`src/rtl/baggage_drop_seq.sv`:
```
// baggage_drop_seq: sequential sensor-average, sqrt fall-time and drop/cold decision with 7-seg message
module baggage_drop_seq #(
  parameter int N_SENSORS = 4,
  parameter int SENSOR_W  = 8,
  parameter int FRAC      = 8,
  parameter int T_W       = 16
) (
  input  logic                            clk,
  input  logic                            rst_n,
  input  logic                            start,
  input  logic [N_SENSORS*SENSOR_W-1:0]   sensors,
  input  logic [T_W-1:0]                  t_lim,
  input  logic                            drop_en,
  output logic                            busy,
  output logic                            done,
  output logic                            fault,
  output logic [SENSOR_W-1:0]             height,
  output logic [T_W-1:0]                  t_act,
  output logic                            drop_activated,
  output logic [6:0]                      seven_seg1,
  output logic [6:0]                      seven_seg2,
  output logic [6:0]                      seven_seg3,
  output logic [6:0]                      seven_seg4
);
  localparam int SW = SENSOR_W + $clog2(N_SENSORS);
  localparam int RW = SENSOR_W / 2 + FRAC;
  localparam int KW = $clog2(N_SENSORS + 1);
  localparam int CW = $clog2(N_SENSORS + SW + RW + 1);
  localparam logic [27:0] MSG_DROP = {7'b1011110, 7'b1010000, 7'b1011100, 7'b1110011};
  localparam logic [27:0] MSG_COLD = {7'b0111001, 7'b1011100, 7'b0111000, 7'b1011110};
  localparam logic [27:0] MSG_DASH = {4{7'b1000000}};
  typedef enum logic [2:0] {IDLE, SUM, DIV, SQRT, CMP, FAULT} state_t;
  state_t state, state_n;
  logic [N_SENSORS*SENSOR_W-1:0] sens_l;
  logic [T_W-1:0] t_lim_l, t_n;
  logic drop_en_l, drop_n, ge, last;
  logic [CW-1:0] cnt;
  logic [SW-1:0] sum, sum_n, dq, dq_n, rem, rem_n;
  logic [SW:0] rs;
  logic [KW-1:0] k, k_n;
  logic [SENSOR_W-1:0] s;
  logic [2*RW-1:0] rad;
  logic [RW+3:0] r, r_n;
  logic [RW-1:0] sq;
  assign busy = state != IDLE;
  always_comb begin
    s = sens_l[int'(cnt)*SENSOR_W +: SENSOR_W];
    sum_n = sum + SW'(s);
    k_n = k + KW'(s != '0);
    rs = {rem, dq[SW-1]};
    ge = rs >= (SW+1)'(k);
    rem_n = SW'(ge ? rs - (SW+1)'(k) : rs);
    dq_n = {dq[SW-2:0], ge};
    // non-restoring root step: sign of the partial remainder picks add or subtract
    r_n = r[RW+3] ? (RW+4)'({r, rad[2*RW-1 -: 2]}) + {2'b00, sq, 2'b11}
                  : (RW+4)'({r, rad[2*RW-1 -: 2]}) - {2'b00, sq, 2'b01};
    t_n = T_W'(sq[RW-1:1]);
    drop_n = drop_en_l && (t_n <= t_lim_l);
    last = cnt == (state == SUM ? CW'(N_SENSORS - 1) : state == DIV ? CW'(SW - 1) : CW'(RW - 1));
    state_n = state == IDLE ? (start ? SUM : IDLE)
            : state == SUM  ? (last ? (k_n == '0 ? FAULT : DIV) : SUM)
            : state == DIV  ? (last ? SQRT : DIV)
            : state == SQRT ? (last ? CMP : SQRT)
            : IDLE;
  end
  always_ff @(posedge clk or negedge rst_n)
    if (!rst_n) state <= IDLE;
    else state <= state_n;
  always_ff @(posedge clk or negedge rst_n) begin
    if (!rst_n) begin
      done <= 1'b0;
      fault <= 1'b0;
      height <= '0;
      t_act <= '0;
      drop_activated <= 1'b0;
      {seven_seg1, seven_seg2, seven_seg3, seven_seg4} <= '0;
      sens_l <= '0;
      t_lim_l <= '0;
      drop_en_l <= 1'b0;
      cnt <= '0;
      sum <= '0;
      k <= '0;
      dq <= '0;
      rem <= '0;
      rad <= '0;
      r <= '0;
      sq <= '0;
    end else begin
      done <= state == CMP || state == FAULT;
      cnt <= state_n != state ? '0 : cnt + CW'(1);
      case (state)
        IDLE: if (start) begin
          sens_l <= sensors;
          t_lim_l <= t_lim;
          drop_en_l <= drop_en;
          fault <= 1'b0;
          height <= '0;
          t_act <= '0;
          drop_activated <= 1'b0;
          {seven_seg1, seven_seg2, seven_seg3, seven_seg4} <= '0;
          sum <= '0;
          k <= '0;
        end
        SUM: begin
          sum <= sum_n;
          k <= k_n;
          dq <= sum_n + SW'(k_n >> 1);
          rem <= '0;
        end
        DIV: begin
          dq <= dq_n;
          rem <= rem_n;
          rad <= {dq_n[SENSOR_W-1:0], {(2*FRAC){1'b0}}};
          r <= '0;
          sq <= '0;
          if (last) height <= dq_n[SENSOR_W-1:0];
        end
        SQRT: begin
          r <= r_n;
          sq <= {sq[RW-2:0], ~r_n[RW+3]};
          rad <= rad << 2;
        end
        CMP: begin
          t_act <= t_n;
          drop_activated <= drop_n;
          {seven_seg1, seven_seg2, seven_seg3, seven_seg4} <= drop_n ? MSG_DROP : MSG_COLD;
        end
        FAULT: begin
          fault <= 1'b1;
          {seven_seg1, seven_seg2, seven_seg3, seven_seg4} <= MSG_DASH;
        end
        default: ;
      endcase
    end
  end
endmodule

```
`config.mk`:
```
export PLATFORM = sky130hd
export DESIGN_NAME = baggage_drop_seq
export DESIGN_NICKNAME = d
export VERILOG_FILES = /design/src/rtl/baggage_drop_seq.sv
export SDC_FILE = /design/constraint.sdc
export NUM_CORES = 1
export LEC_CHECK = 0
export ABC_AREA = 1
export CAP_MARGIN = 20
export CORE_MARGIN = 4
export CORE_UTILIZATION = 45
export DETAILED_ROUTE_END_ITERATION = 7
export DONT_BUFFER_PORTS = 1
export SLEW_MARGIN = 5
export SYNTH_ARGS = -nofsm -noshare
export SYNTH_HDL_FRONTEND = slang
export SYNTH_SLANG_ARGS = --single-unit
export TNS_END_PERCENT = 1
```
`constraint.sdc`:
```
create_clock -name clk -period 4.1 [get_ports clk]
set_clock_uncertainty 0.15 [all_clocks]
set_input_delay 0.615 -clock clk [delete_from_list [all_inputs] [get_ports clk]]
set_output_delay 0.615 -clock clk [all_outputs]
set_load 0.005 [all_outputs]
```
# [Word-level counts from Yosys, hierarchy flattened]
# Index checks and enable logic that the tools add are counted.
[totals] wordCells=97 out_inout_bits=56 ff_bits=197
[op_classes] n_bitwise=1 reduce_logical=19 shifts=1 magnitude_cmp=2 n_mux=37 n_addsub=7 eq_ne=9
[ops] operator="$pmux W7 S3" count=4
[ops] operator="$pmux W16 S2" count=2
[ops] operator="$pmux W10 S2" count=3
[ops] operator="$pmux W24 S2" count=1
[ops] operator="$mux W16" count=2
[ops] operator="$shiftx A32 B9 Y8" count=1
[ops] operator="$mux W28" count=1
[ops] operator="$mux W3" count=8
[ops] operator="$pmux W12 S2" count=1
[ops] operator="$mux W10" count=2
[ops] operator="$add A16 B14 Y16" count=1
[ops] operator="$le A11 B16 Y1" count=1
[ops] operator="$mux W8" count=2
[ops] operator="$pmux W8 S2" count=1
[ops] operator="$sub A16 B14 Y16" count=1
[ops] operator="$reduce_bool A2 Y1" count=6
[ops] operator="$ge A11 B3 Y1" count=1
[ops] operator="$add A10 B2 Y10" count=1
[ops] operator="$add A10 B8 Y10" count=1
[ops] operator="$reduce_and A2 Y1" count=5
[ops] operator="$sub A10 B3 Y10" count=1
[ops] operator="$reduce_bool A8 Y1" count=1
[ops] operator="$mux W7" count=1
[ops] operator="$eq A3 B2 Y1 const B" count=2
[ops] operator="19 further kinds" count=26

# [Depth between registers and ports, before layout]
# Gate-level depths: netlist of the first run.
[depth] ltp_word=11 ltp_mapped=22 ltp_nobuf=20

# [Worst setup path after synthesis of the first run]
# Ideal clock, no wire load.
[synth_path] path_type="flip-flop to flip-flop" start="register cnt[0]" end="register dq[9]" t_required_ns=3.823 setup_slack_ns=0.679 stages_incl_launch_ff=23 t_arrival_ns=3.144 setup_ns=0.127 path_cell_list="dfrtp_1 > buf_2 > buf_1 > nor2_1 > nor2_1 > o21ai_0 > a21oi_1 > nor4_1 > nand2_1 > ha_1 > ha_1 > xnor2_1 > inv_1 > ha_1 > a21oi_1 > nor2_1 > nand3_1 > nor2_1 > nand3_1 > nor2_1 > nand2_1 > nand2_1 > nand3b_1"
[synth_between] elab_chain_cells=5 word_cells_on_any_way=6 classes_between="add/sub: 3; shift: 1; mux: 1; reduce/logical: 1"
[synth_lines] element="from (decl)" line="37" text="logic [CW-1:0] cnt;"
[synth_lines] element="from (signal assigned)" line="90" text="cnt <= state_n != state ? '0 : cnt + CW'(1);"
[synth_lines] element="$shiftx A32 B9 Y8 (*)" line="47" text="s = sens_l[int'(cnt)*SENSOR_W +: SENSOR_W];"
[synth_lines] element="branches (longest 2 deep; another with $add A10 B8 Y10)"
[synth_lines] element="$add A10 B2 Y10 (*)" line="107" text="dq <= sum_n + SW'(k_n >> 1);"
[synth_lines] element="$pmux W10 S2 (*)" line="91" text="case (state)"
[synth_lines] element="to (signal assigned)" line="107"
[synth_lines] element="to (signal assigned)" line="111" text="dq <= dq_n;"
[synth_lines] element="to (decl)" line="38" text="logic [SW-1:0] sum, sum_n, dq, dq_n, rem, rem_n;"
# Every way passes the cells marked *.
# A chain may end at the register's enable or synchronous reset.

# [Worst setup path after layout of the first run]
[layout_path] start="register cnt[1]" end="register dq[8]"
# Same word-level chain as after synthesis.

==> results.tsv, run 1 <==
metric	value	unit
net count of the finished layout	1136	
maximum clock frequency	270.9	MHz
TNS Setup	0	ns
number of antenna violations at the first check in global routing	0	
first-pass GRT wire length	31400	um
path type of the worst setup path	reg -> reg	
worst voltage drop across the vdd grid	0.3663	mV
number of fill cells in the layout	1753	
final weighted congestion in routability-driven placement	0.8410	
result of the run	finished, violations left	
kind of cell adding the most delay to the critical path	simple AND/OR/NAND/NOR gates	
nature of the critical path endpoint	register	
Placed Area	0.008422	mm^2
sort of element at the start of the critical path	register	
total grt overflow	0	
placed cells	1249	
Chip Width	144.9	um
count of final setup violators	0	
TritonCTS buffer count	17	
number of top-level design ports	108	
worst-path cell chain	clkinvlp_4 -> nor2_1 -> o21ai_0 -> a21oi_1 -> nor4_1 -> nand2_1 -> ha_1 -> ha_1 -> ha_1 -> inv_1 -> fa_1 -> nor2_1 -> nand3_1 -> nor2_1 -> nand3_1 -> nor2_1 -> nand2_1 -> nand3_1 -> nand2_1	
post-synthesis cell area	0.008429	mm^2
crit-path most repeated cell	nor2_1	
number of max-capacitance violations reported	0	
drt initial violations	366	
Synth cell types	41	
number of nets still failing antenna checks after routing	0	
leading cell types by total area after synthesis	dfrtp_1 45%, nand2_1 15%, ha_1 6.1%	
WP data arrival	3.86	ns
synthesized instance count	1070	
Data required, critical path	4.27	ns
placeable core region	0.01821	mm^2
portion of the clock cycle consumed by the worst path in the final layout	90.05	%
power per unit of standard cell area	914.1	mW/mm^2
proportion of netlist area held by the largest area contributor	45.12	%
Remaining DRCs	0	
minimum period implied by the final worst setup slack	3.692	ns
number of hold-slack violations in the final timing report	152	
failing checks	negative hold slack	
share of the yosys chip area belonging to registers	45.12	%
max_slew headroom	44.13	%
Clock Latency Late Sink	0.43	ns
number of synthesis warnings	0	
Area Growth Syn to Fin	7.496	%
number of clock sinks seen by CTS	152	
Final Routed Wirelength	19050	um
most frequent standard cell in the layout excluding fill and tap cells	nand2_1	
proportion of layout cells with a drive suffix above 1	6.933	%
# diodes	0	
Tightest Hold Check Type	in -> async	
peak fanout along the critical path	12	
placement row count	49	
DR WL/cell	14.86	um
Worst-path clk slew	0.06	ns
commonest cells after routing, fill and taps aside	328 x nand2_1, 152 x dfrtp_1, 93 x inv_1	
Layout Cells excl Fill	1282	
cell at the root of the clock tree	clkbuf_16	
largest net degree at the start of global routing	153	
clock tree buffer depth	2	
mean instance size in the synthesized netlist	7.878	um^2
Hold Slack	-0.2624	ns
count of final max-slew check failures	0	
ratio of routed vias to standard cells	5.122	
Port Buffers	0	
dominant cell type by area after synthesis	dfrtp_1	
GRT Overall Usage	18.85	%
vias	6566	
delay contributed by the slowest stage of the critical path	0.54	ns
post-DP HPWL	13580	um
via count of the first global-routing pass	6154	
RSZ-0062 raised after global routing	no	
number of buffer and inverter stages on the critical path	2	
die area	0.02099	mm^2
total leakage power	4.552	nW
Final Cell Area	0.009061	mm^2
CTS tree	yes	
initial standard-cell utilization of the core	46.29	%
Yosys reg bits	152	
transition at the pin with the smallest max-transition slack	0.8368	ns
length of the first detailed-routing pass in iterations	5	
Max stage delay cell, worst path	dfrtp_1	
vertical extent of the die	144.9	um
H-Tree Level Count	4	
-- power by group --
| group | internal, W | total (W) | switching (W) | leakage (nW) |
|---|---|---|---|---|
| combinational | 0.00146 | 0.00423 | 0.00277 | 2.28 |
| sequential | 0.00204 | 0.00243 | 0.000382 | 1.96 |
| clock | 0.000949 | 0.00163 | 0.000680 | 0.303 |
| total | 0.00446 | 0.00828 | 0.00383 | 4.55 |
-- what timing repair did --
| action | CTS | global route |
|---|---|---|
| setup buffers | 0 | 0 |
| endpoints found under the hold margin | 152 | 152 |
| endpoints found under the setup margin | 0 | 4 |
| gates resized for setup | 0 | 6 |
-- cell usage after synthesis --
cell and count:
nand2_1 328, dfrtp_1 152, inv_1 94, o21ai_0 88
nor2_1 82, nand3_1 61, ha_1 41, a21oi_1 38
buf_4 28, clkbuf_1 21, o22ai_1 16, xnor2_1 16
xor2_1 13, buf_2 8, inv_2 8, o21ai_2 8
a31oi_1 7, nand4_1 7, nor2_2 7, nand3b_1 5
o211ai_1 5, buf_1 4, nand2_2 4, nor3_1 4
fa_1 3, nor4_1 3, o2111ai_1 3, o21a_1 2
or2_2 2, a211oi_1 1, a21boi_0 1, a21o_1 1
a2bb2oi_1 1, buf_6 1, clkinv_1 1, conb_1 1
nand2_4 1, nand3_2 1, nor2_4 1, nor4_2 1
o21bai_1 1
-- registers in the layout, summed over array words and instances, names as in the netlist --
register / cells
sum: 10
r: 15
sq: 12
rem: 10
t_act: 11
t_lim_l: 16
seven_seg2: 1
height: 8
cnt: 5
rad: 8
seven_seg1: 4
fault: 1
drop_en_l: 1
k: 3
drop_activated: 1
done: 1
sens_l: 32
dq: 10
state: 3
-- area by class of cell --
type | count | area, um^2 | area share (%)
Sequential cell | 152 | 3804 | 41.98
Timing Repair Buffer | 3 | 26.28 | 0.2900
Tap cell | 229 | 286.5 | 3.162
Inverter | 103 | 394.1 | 4.350
Timing Repair inverter | 1 | 7.507 | 0.08285
Clock inverter | 13 | 157.7 | 1.740
Multi-Input combinational cell | 762 | 3933 | 43.40
Clock buffer | 19 | 452.9 | 4.999
-- through the flow --
stage	hold slack (ns)	setup slack [ns]	total power, W	utilization (%)
floorplan	0.1694	0.6794	0.005705	-
global placement	0.1768	0.4084	0.006618	46.25
detailed placement	0.1763	0.2781	0.006672	46.25
CTS	-0.2793	0.2604	0.008332	49.60
global route	-0.2884	0.001950	0.009154	49.76
finish	-0.2624	0.4080	0.008283	49.76
-- cells by family (layout without fill, tap and decap cells) --
group / count (synthesis) / count (layout) / share of synthesized area [%]
other: 1 / 10 / 0.04449
XOR/XNOR: 29 / 29 / 3.013
flip-flops: 152 / 152 / 45.12
adder cells (fa/ha/maj): 44 / 44 / 6.798
buffers and inverters: 165 / 139 / 8.802
AO/OA/AOI/OAI: 172 / 172 / 11.41
AND/OR/NAND/NOR: 507 / 507 / 24.80
-- final timing paths --
path,endpoint,slack (ns),from,cells after the start
max in group asynchronous,k[1],3.85,rst_n,0
hold / removal,t_lim_l[8],-0.26,rst_n,0
setup / recovery,dq[8],0.41,cnt[1],19
min in group clk,sens_l[18],0.15,sensors[18],2
hold reg to reg,sens_l[28],0.32,sens_l[28],2
setup reg to reg,dq[8],0.41,cnt[1],19
-- worst register-to-register path: cells and delay by family, from the launching register on --
| kind | cells | cell delay, ns |
|---|---|---|
| and+or+nand+nor | 11 | 1.36 |
| DFF | 1 | 0.54 |
| AOI/OAI and AO/OA | 2 | 0.21 |
| adders and majority gates | 4 | 1.03 |
| buffers and inverters | 2 | 0.30 |
-- routing by layer --
layer  global-route usage (%)  vias up  share of wire [%]
met5                        0        -                  0
met4                    4.222        0                1.0
met3                    4.272       18                3.8
met2                    31.07      102                 48
met1                    25.53     3083                 47
li1                         -     3363                  -
Power figures use the tool's default switching activity.
==> run 2, diff against run 1 <==
--- a/config.mk
+++ b/config.mk
@@ -9,9 +9,11 @@
 export CAP_MARGIN = 20
 export CORE_MARGIN = 4
 export CORE_UTILIZATION = 45
+export CTS_BUF_LIST = sky130_fd_sc_hd__clkbuf_8
+export CTS_CLUSTER_SIZE = 20
 export DETAILED_ROUTE_END_ITERATION = 7
 export DONT_BUFFER_PORTS = 1
-export SLEW_MARGIN = 5
+export SLEW_MARGIN = 20
 export SYNTH_ARGS = -nofsm -noshare
 export SYNTH_HDL_FRONTEND = slang
 export SYNTH_SLANG_ARGS = --single-unit
==> results.tsv, run 2 (same netlist as run 1, synthesis figures left out) <==
metric	value	unit	change
total grt overflow	0		unchanged
number of fill cells in the layout	1787		+1.9%
cell at the root of the clock tree	clkbuf_8		
number of clock sinks seen by CTS	152		unchanged
Port Buffers	0		unchanged
GRT Overall Usage	18.78	%	-0.070 points
max_slew headroom	44.86	%	+0.73 points
largest net degree at the start of global routing	153		unchanged
part of the power in combinational logic	53.8	%	+2.8 points
clock network fraction of design power	15.5	%	-4.2 points
placeable core region	0.01821	mm^2	unchanged
via count of the first global-routing pass	6159		+0.081%
first-pass GRT wire length	31290	um	-0.35%
Area Growth Syn to Fin	5.299	%	
failing checks	negative hold slack		
commonest cells after routing, fill and taps aside	328 x nand2_1, 152 x dfrtp_1, 93 x inv_1		
Tightest Hold Check Type	in -> async		
die area	0.02099	mm^2	unchanged
count of final setup violators	0		unchanged
vertical extent of the die	144.9	um	unchanged
switching power summed over all nets	0.003778	W	-1.3%
number of max-capacitance violations reported	0		unchanged
power per unit of standard cell area	887.5	mW/mm^2	-2.9%
vias	6559		-0.11%
nature of the critical path endpoint	register		
H-Tree Level Count	4		unchanged
length of the first detailed-routing pass in iterations	5		unchanged
Placed Area	0.008422	mm^2	unchanged
TritonCTS buffer count	17		unchanged
switching fraction of total power	47.96	%	+1.7 points
final weighted congestion in routability-driven placement	0.8410		unchanged
WP data arrival	3.86	ns	about the same
transition at the pin with the smallest max-transition slack	0.8259	ns	-0.01090 ns
count of final max-slew check failures	0		unchanged
Hold Slack	-0.3056	ns	-0.04322 ns
TNS Setup	0	ns	unchanged
Clock Latency Late Sink	0.46	ns	+0.03 ns
Remaining DRCs	0		unchanged
sequential fraction of design power	30.7	%	+1.4 points
CTS tree	yes		
most frequent standard cell in the layout excluding fill and tap cells	nand2_1		
path type of the worst setup path	reg -> reg		
number of antenna violations at the first check in global routing	0		unchanged
proportion of layout cells with a drive suffix above 1	7.028	%	+0.095 points
number of flip-flops under the largest register name	32		unchanged
placement row count	49		unchanged
maximum clock frequency	272.9	MHz	+0.74%
result of the run	finished, violations left		
total leakage power	4.465	nW	-1.9%
minimum period implied by the final worst setup slack	3.665	ns	-0.02707 ns
ratio of routed vias to standard cells	5.116		-0.11%
drt initial violations	400		+9.3%
worst voltage drop across the vdd grid	0.3853	mV	+5.2%
Data required, critical path	4.30	ns	+0.03 ns
portion of the clock cycle consumed by the worst path in the final layout	89.39	%	-0.66 points
net count of the finished layout	1136		unchanged
Chip Width	144.9	um	unchanged
internal power component	0.004099	W	-8.0%
number of top-level design ports	108		unchanged
Final Routed Wirelength	18830	um	-1.1%
Final Cell Area	0.008876	mm^2	-2.0%
post-DP HPWL	13580	um	unchanged
number of hold-slack violations in the final timing report	152		unchanged
Layout Cells excl Fill	1282		unchanged
DR WL/cell	14.69	um	-1.1%
initial standard-cell utilization of the core	46.29	%	unchanged
registers with the most flip-flops	sens_l (32), t_lim_l (16), r (15)		
sort of element at the start of the critical path	register		
number of nets still failing antenna checks after routing	0		unchanged
peak fanout along the critical path	22		+10
largest reg by FF count	sens_l		
Worst-path clk slew	0.09	ns	+0.03 ns
placed cells	1249		unchanged
number of setup buffers added after CTS	0		unchanged
# diodes	0		unchanged
clock tree buffer depth	2		unchanged
[run 2: worst paths after layout]
path,from,to,slack [ns],cells past startpoint
max,cnt[0],dq[8],0.44,19
min,rst_n,t_lim_l[13],-0.31,0
max reg2reg,cnt[0],dq[8],0.44,19
min reg2reg,sens_l[28],sens_l[28],0.33,2
max in group asynchronous,rst_n,k[1],3.87,0
min in group clk,sensors[18],sens_l[18],0.11,2
[run 2: area by class of cell]
cell class | instances | area (um^2) | area share, %
multi-input cells | 762 | 3939 | 44.38
flip-flops and latches | 152 | 3804 | 42.85
inverters | 103 | 394.1 | 4.440
well taps | 229 | 286.5 | 3.228
clock buffers | 19 | 261.5 | 2.946
clock inverters | 13 | 157.7 | 1.776
repair buffers | 3 | 26.28 | 0.2960
repair inverters | 1 | 7.507 | 0.08458
[run 2: worst max-delay path, cell delays in order, from the launching register on]
cell and delay (ns):
dfrtp_1 0.35, buf_6 0.20, clkinvlp_4 0.19, o21ai_0 0.20
a21oi_1 0.14, nor4_2 0.28, nand2_1 0.10, ha_1 0.19
ha_1 0.29, ha_1 0.16, inv_1 0.05, fa_1 0.39
nor2_1 0.15, nand3_1 0.11, nor2_1 0.17, nand3_1 0.14
nor2_1 0.11, nand2_1 0.06, nand3_1 0.08, nand2_1 0.05
[run 2: repair_timing]
item	4_1_cts	5_1_grt
hold endpoints to repair	152	152
setup endpoints to repair	0	5
resized for setup	0	7
[run 2: power by group through the flow]
stage | Combinational, W | Clock [W] | Sequential, W
after floorplan | 0.00341 | 0 | 0.00229
final | 0.00424 | 0.00122 | 0.00242
after global placement | 0.00417 | 0 | 0.00245
after CTS | 0.00424 | 0.00125 | 0.00242
after detailed placement | 0.00423 | 0 | 0.00245
after global routing | 0.00494 | 0.00132 | 0.00248
[run 2: per-stage QoR]
step           power, W  worst slack, ns  utilization [%]
2_1_floorplan  0.005705           0.6794                -
3_3_place_gp   0.006618           0.4084            46.25
3_5_place_dp   0.006672           0.2781            46.25
4_1_cts        0.007910           0.2489            48.55
5_1_grt        0.008749        -0.007203            48.75
6_report       0.007878           0.4351            48.75
[run 2: metal layers]
metal  GRT usage, %  up-vias  wire length [um]
met5              0        -                 0
met2          30.83      104              9060
li1               -     3371                 -
met1          25.46     3068              8837
met4          4.615        0               214
met3          4.108       16               715
